File: src/rtl/wb_stage.sv
// rtl/wb_stage.sv - write-back stage: load handshake, data extension, register bank write port
// Holds one retiring instruction; loads wait in LOAD_WAIT until dmem_ack.
module wb_stage #(
   parameter int XLEN  = 32,
   parameter int CNT_W = 32
) (
   input  logic             clk,
   input  logic             reset,
   input  logic             valid_in,
   output logic             ready_out,
   input  logic [XLEN-1:0]  alu_result,
   input  logic [4:0]       rd_in,
   input  logic             is_load,
   input  logic [1:0]       load_size,
   input  logic             load_unsigned,
   input  logic             link_in,
   input  logic             set_in,
   input  logic             condition_in,
   input  logic             flush,
   output logic             dmem_req,
   output logic [XLEN-1:0]  dmem_addr,
   input  logic             dmem_ack,
   input  logic [XLEN-1:0]  dmem_rdata,
   output logic             enable_reg,
   output logic [4:0]       Rd_back,
   output logic [XLEN-1:0]  word_back,
   output logic             link_back,
   output logic             set_back,
   output logic             condition_back,
   output logic             fwd_valid,
   output logic [4:0]       fwd_rd,
   output logic [XLEN-1:0]  fwd_value,
   output logic             misalign_err,
   output logic [CNT_W-1:0] retire_count
);

   typedef enum logic [1:0] {IDLE, LOAD_WAIT, COMMIT} state_t;

   state_t            state_q, state_d;
   logic [4:0]        rd_q, rd_d;
   logic [XLEN-1:0]   word_q, word_d;
   logic [XLEN-1:0]   addr_q, addr_d;
   logic [1:0]        size_q, size_d;
   logic              uns_q, uns_d;
   logic              link_q, link_d;
   logic              set_q, set_d;
   logic              cond_q, cond_d;
   logic              kill_q, kill_d;
   logic              misalign_q, misalign_d;
   logic [CNT_W-1:0]  cnt_q, cnt_d;

   logic              accept;
   logic              misaligned;
   logic [7:0]        byte_v;
   logic [15:0]       half_v;
   logic [XLEN-1:0]   load_data;

   assign ready_out  = !reset && (state_q != LOAD_WAIT);
   assign accept     = valid_in && ready_out && !flush;
   assign misaligned = ((load_size == 2'd1) && alu_result[0]) ||
                       (load_size[1] && (alu_result[1:0] != 2'b00));

   always_comb begin
      byte_v = dmem_rdata[{addr_q[1:0], 3'b000} +: 8];
      half_v = dmem_rdata[{addr_q[1], 4'b0000} +: 16];
      case (size_q)
         2'd0:    load_data = uns_q ? {{(XLEN-8){1'b0}}, byte_v}  : {{(XLEN-8){byte_v[7]}}, byte_v};
         2'd1:    load_data = uns_q ? {{(XLEN-16){1'b0}}, half_v} : {{(XLEN-16){half_v[15]}}, half_v};
         default: load_data = dmem_rdata;
      endcase
   end

   always_comb begin
      state_d    = IDLE;
      rd_d       = rd_q;
      word_d     = word_q;
      addr_d     = addr_q;
      size_d     = size_q;
      uns_d      = uns_q;
      link_d     = link_q;
      set_d      = set_q;
      cond_d     = cond_q;
      kill_d     = 1'b0;
      misalign_d = 1'b0;
      if (state_q == LOAD_WAIT) begin
         // A flushed load still completes its handshake; only the write is dropped.
         kill_d = kill_q || flush;
         if (dmem_ack) begin
            state_d = kill_d ? IDLE : COMMIT;
            word_d  = load_data;
         end else begin
            state_d = LOAD_WAIT;
         end
      end else if (accept) begin
         rd_d   = rd_in;
         link_d = link_in;
         set_d  = set_in;
         cond_d = condition_in;
         if (!is_load) begin
            state_d = COMMIT;
            word_d  = alu_result;
         end else if (misaligned) begin
            misalign_d = 1'b1;
         end else begin
            state_d = LOAD_WAIT;
            addr_d  = alu_result;
            size_d  = load_size;
            uns_d   = load_unsigned;
         end
      end
      cnt_d = cnt_q + {{(CNT_W-1){1'b0}}, (state_d == COMMIT)};
   end

   always_ff @(posedge clk) begin
      if (reset) begin
         state_q    <= IDLE;
         rd_q       <= '0;
         word_q     <= '0;
         addr_q     <= '0;
         size_q     <= '0;
         uns_q      <= 1'b0;
         link_q     <= 1'b0;
         set_q      <= 1'b0;
         cond_q     <= 1'b0;
         kill_q     <= 1'b0;
         misalign_q <= 1'b0;
         cnt_q      <= '0;
      end else begin
         state_q    <= state_d;
         rd_q       <= rd_d;
         word_q     <= word_d;
         addr_q     <= addr_d;
         size_q     <= size_d;
         uns_q      <= uns_d;
         link_q     <= link_d;
         set_q      <= set_d;
         cond_q     <= cond_d;
         kill_q     <= kill_d;
         misalign_q <= misalign_d;
         cnt_q      <= cnt_d;
      end
   end

   assign dmem_req       = (state_q == LOAD_WAIT);
   assign dmem_addr      = {addr_q[XLEN-1:2], 2'b00};
   assign enable_reg     = (state_q == COMMIT);
   assign Rd_back        = rd_q;
   assign word_back      = word_q;
   assign link_back      = link_q;
   assign set_back       = set_q;
   assign condition_back = cond_q;
   assign misalign_err   = misalign_q;
   assign retire_count   = cnt_q;
   assign fwd_valid      = enable_reg && (rd_q != 5'd0);
   assign fwd_rd         = rd_q;
   assign fwd_value      = link_q ? word_q + 32'd4 :
                           set_q  ? {{(XLEN-1){1'b0}}, cond_q} : word_q;

endmodule

File: config.mk
export PLATFORM = sky130hd
export DESIGN_NAME = wb_stage
export DESIGN_NICKNAME = d
export VERILOG_FILES = /design/src/rtl/wb_stage.sv
export SDC_FILE = /design/constraint.sdc
export NUM_CORES = 1
export LEC_CHECK = 0
export ABC_AREA = 0
export CORE_MARGIN = 1.5
export CORE_UTILIZATION = 50
export DETAILED_ROUTE_END_ITERATION = 16
export PLACE_DENSITY = 0.87
export SLEW_MARGIN = 25
export SYNTH_ARGS = -nofsm -noshare
export SYNTH_HDL_FRONTEND = slang
export SYNTH_SLANG_ARGS = --single-unit
File: constraint.sdc
create_clock -name clk -period 5.6 [get_ports clk]
set_input_delay 0.56 -clock clk [delete_from_list [all_inputs] [get_ports clk]]
set_output_delay 0.56 -clock clk [all_outputs]
set_load 0.01 [all_outputs]
==> Word-level counts from Yosys, hierarchy flattened <==
Index checks and enable logic that the tools add are counted.
{ "totals": {"mem_bits_ro": 0, "word_cells": 63, "out_inout_bits": 146, "ramBits": 0, "register_bits": 111, "in_bits": 81, "latchBits": 0, "n_memories": 0} }
{ "op_classes": {"div": 0, "reduce_logical": 19, "bitwise": 4, "add_sub_neg": 2, "muxes": 16, "n_lt_le_gt_ge": 0, "n_mul": 0, "n_shift": 2, "eq_ne": 8} }
{ "op_table": {"columns": ["op", "count"], "rows": [
  ["$mux W32", 8],
  ["$pmux W32 S2", 1],
  ["$add A32 B1 Y32", 1],
  ["$add A32 B3 Y32 const B", 1],
  ["$shiftx A32 B6 Y16", 1],
  ["$shiftx A32 B6 Y8", 1],
  ["$mux W2", 5],
  ["$eq A2 B1 Y1 const B", 3],
  ["$logic_and A1 B1 Y1", 6],
  ["$ne A2 B1 Y1 const B", 3],
  ["$reduce_bool A5 Y1", 1],
  ["$eq A2 B2 Y1 const B", 2],
  ["$not A1 Y1", 4],
  ["$reduce_and A4 Y1", 1],
  ["$reduce_bool A2 Y1", 2],
  ["$reduce_or A4 Y1", 1],
  ["$reduce_and A3 Y1", 1],
  ["$logic_not A1 Y1", 2],
  ["$logic_not A2 Y1", 1],
  ["$logic_or A1 B1 Y1", 2],
  ["$mux W1", 2],
  ["$reduce_and A2 Y1", 1],
  ["$reduce_or A2 Y1", 1]
]} }

==> Longest topological paths before layout <==
{ "depth": {"ltp_word": 9, "depth_mapped": 13, "mapped_depth_nobuf": 10} }

==> Worst setup path before layout <==
OpenSTA, ideal clock, no wires.
{ "synth_timing": {"kind": "input to register", "startpoint": "input port flush", "endpoint": "register cnt_q[24] (netlist: retire_count[24])", "stages": 11, "n_path_buf": 2, "arrival_time_ns": 2.983, "slack_ns": 2.546, "path_cell_list": "nand2b_1 -> o41ai_4 -> clkbuf_1 -> and2_1 -> ha_1 -> ha_1 -> and4_1 -> nand4_2 -> buf_2 -> or3_1 -> a21oi_1"} }
{ "synth_between": {"elab_chain_cells": 6, "elab_cells_between_ends": 9, "classes_between": "1 x add/sub; 1 x eq/ne; 4 x mux; 3 x reduce/logical"} }
{ "synth_lines": {"columns": ["element", "line", "text"], "rows": [
  ["start: declaration", "19", "input logic flush,"],
  ["$logic_or A1 B1 Y1 or $logic_not A1 Y1 (tied branches)", "87, 59", null],
  ["$mux W2 or $logic_and A1 B1 Y1 (tied branches)", "89, 59", null],
  ["$mux W2, on equally long branches", "88, 94", null],
  ["$mux W2 (*)", "85", "if (state_q == LOAD_WAIT) begin"],
  ["$eq A2 B2 Y1 (*)", "111", "cnt_d = cnt_q + {{(CNT_W-1){1'b0}}, (state_d == COMMIT)};"],
  ["$add A32 B1 Y32 (*)", "111", null],
  ["end signal: assignment", "140", "cnt_q <= cnt_d;"],
  ["end: declaration", "50", "logic [CNT_W-1:0] cnt_q, cnt_d;"]
]} }
Mark *: on every way between the ends. The rest lies on a longest branch, timed or not.
A chain may end at the register's enable or synchronous reset.

==> Worst setup path in the final report <==
{ "layout_timing": {"startpoint": "register word_q[9] (netlist: word_back[9])", "endpoint": "output port fwd_value[24]"} }
{ "layout_between": {"elab_chain_cells": 2} }
{ "layout_lines": {"columns": ["element", "line", "text"], "rows": [
  ["start: declaration", "41", "logic [XLEN-1:0] word_q, word_d;"],
  ["start signal: assignment", "131", "word_q <= word_d;"],
  ["$add A32 B3 Y32", "156", "assign fwd_value = link_q ? word_q + 32'd4 :"],
  ["$mux W32", "156", null],
  ["end: declaration", "32", "output logic [XLEN-1:0] fwd_value,"]
]} }
Every way passes these cells.

==> flow_summary_export.csv <==
group,metric,value,unit
status,status,"complete, no violations",
timing,max_freq,308,MHz
synthesis,synth_flop_cell,"dfxtp_1",
final_layout,fill_cells,1037,
grt,antenna_found_initial,0,
synthesis,syn_avg_cell_area,8.25,sq um
clock_network,clockRootBuffer,"clkbuf_16",
routing,via_count,6860,
floorplanning,start_util,51.6,%
synthesis,synth.most_common_cell,"dfxtp_1",
setup_path,worst_ep_arrival_time,2680,ps
floorplanning,dieArea,13800,sq um
synthesis,synth_top_area_cell,"dfxtp_1",
timing,fin_crit,3240,ps
setup_path,slowest_delay,570,ps
setup_path,cp-start-kind,"register",
timing,setup_viol,0,
setup_path,cp_slowest_cell,"clkdlybuf4s50_1",
routing,drt_iter0_drc,758,
clock_network,holdBufCountCts,0,
synthesis,synth-edff-count,0,
placed_design,dp_hpwl,15100,um
clock_network,clk_latency,360,ps
floorplanning,die_y,118,um
timing,worst_slew_pin_slew,979,ps
synthesis,ys_ff_latch,111,
clock_network,cts.clk_slew.worst_paths,70,ps
routing,wl,21300,um
timing,slew_viol_final,0,
routing,dr.pass1.iters,7,
power,ir_worst_vdd,0.123,mV
synthesis,yosysUniqueCellTypes,60,
timing,hold_viol,0,
timing,setup_tns,0,ps
grt,grt_pass1_vias,6224,
clock_network,clock_path_buffers,2,
timing,relSlewSlack,34.6,%
timing,period_share,57.9,%
timing,fin_skew,9.00,ps
timing,rsz0062_at_grt,"false",
clock_network,cts_buffers,9,
synthesis,synthTopCellsByArea,"dfxtp_1 (34%), a21oi_1 (5.9%), mux2i_1 (5.0%)",
final_layout,antenna_cells,0,
floorplanning,die_w,118,um
floorplanning,core_area,12700,sq um
grt,grt_pass1_wl,33400,um
synthesis,postSynth.asyncResetShare,0,%
placed_design,port_buffers,224,
setup_path,crit_fanout,15,
flow_run,drv_cap,0,
power,p_leak,3.01,nW
final_layout,layout.nets,1029,
setup_path,endpoint_kind,"primary output",
synthesis,synth_top_area_share,33.9,%
power,p_per_area,201,nW/um^2
clock_network,cts_resized,0,
routing,vias_per_cell,6.11,
clock_network,cts_max_level,3,
synthesis,ys_top_cells_by_count,"dfxtp_1 (111), a21oi_1 (78), nand2_1 (68), nor2_1 (51), nand3_1 (49)",
setup_path,critPathKind,"register to primary output",
clock_network,cts_setup_buffers,0,
setup_path,rr_worst_depth,10,
final_layout,layout-drive-gt1-share,7.26,%
grt,grt_usage,29.6,%
placed_design,globalplace.congestion,0.873,
floorplanning,floorplan.rows,41,
synthesis,ys_seq_area_share,33.9,%
grt,overflow,0,
setup_path,critical_path.cell_chain,"and4_1, and2_1, nand4_1, mux2i_1, clkdlybuf4s50_1",
routing,route.antenna.remaining_nets,0,
synthesis,syn-instance-count,795,
final_layout,syn2layout_area_growth,35.4,%
floorplanning,ios,227,
grt,grt_max_degree,67,
synthesis,netlist_area,6560,sq um
min_path,hp-class,"register to register",
routing,routedWlPerCell,19.0,um
min_path,min_delay_path_depth,2,
clock_network,clock-sinks,111,
clock_network,cts_tree,"built",
synthesis,yosysWarningCount,0,
routing,drcViolationCount,0,
setup_path,cp.required,5040,ps
power,finalPower,1.79,mW
[stage by stage]
step / hold WS, ps / utilization (%) / area, sq um / instances / setup slack, ps
after detailed placement: 468 / 67.2 / 8540 / 1105 / 2040
after global placement: 463 / 67.1 / 8540 / 1105 / 2140
after CTS: 478 / 69.8 / 8870 / 1121 / 2310
final: 480 / 69.9 / 8890 / 1122 / 2360
after global routing: 508 / 69.9 / 8890 / 1122 / 2160
after floorplan: 454 / - / 6570 / 796 / 2550
[registers in the layout (all words and copies together), names as in the netlist]
register	cells
Rd_back	5
addr_q	32
condition_back	1
kill_q	1
link_back	1
misalign_err	1
retire_count	32
set_back	1
size_q	2
state_q	2
uns_q	1
word_back	32
[cells by family (layout without fill, tap and decap cells)]
kind of cell	Yosys count	after routing	share of synthesized area, %
AO/OA/AOI/OAI	215	215	23.0
XOR/XNOR	15	15	2.00
adder cells (fa/ha/maj)	3	3	0.572
buffers and inverters	106	260	9.09
flip-flops	111	111	33.9
multiplexers	46	46	7.44
other	1	2	0.0571
AND/OR/NAND/NOR	298	298	24.0
[routing by layer]
metal  routed length [um]  track usage (%)  vias up
met3                 1890             5.96       58
met5                    0                0        -
met1                 9000             38.9     3188
met2                 9560             46.7      370
met4                  893             14.0        0
li1                     -                -     3244
[worst max-delay path, delay by kind of cell, from the launching register on]
kind | cells | cell delay [ps]
and+or+nand+nor | 3 | 990
buffers and inverters | 1 | 570
DFF | 1 | 520
muxes | 1 | 240
[final timing paths]
path,from,to,slack (ps)
max,word_back[9],fwd_value[24],2360
min reg2reg,addr_q[15],addr_q[15],480
min,addr_q[15],addr_q[15],480
max reg2reg,state_q[1],retire_count[22],2540
[layout make-up]
cell class                      instances  area, sq um  area share, %
Clock buffer                           11          253           2.84
Clock inverter                          5         78.8          0.887
Inverter                                8         30.0          0.338
Multi-Input combinational cell        579         3760           42.3
Sequential cell                       111         2220           25.0
Tap cell                              172          215           2.42
Timing Repair Buffer                  236         2330           26.3
[report_power, final]
part,switching (mW),internal (mW),leakage [nW]
logic,0.123,0.124,1.94
clock network,0.301,0.417,0.166
registers,0.0210,0.803,0.897
[placed cells by master (no fill, tap or decap), drive strengths merged, types with 14 or more instances in the layout]
master         synthesis  routed
o211ai                18      18
o2111ai               16      16
nand4                 24      24
nand3                 50      50
or3                   21      21
nor2b                 14      14
o21ai                 18      18
mux2i                 33      33
a21oi                 78      78
nand2                 68      68
clkdlybuf4s50          0     223
a211oi                23      23
dfxtp                111     111
nor2                  51      51
(Power assumes the default switching activity.)
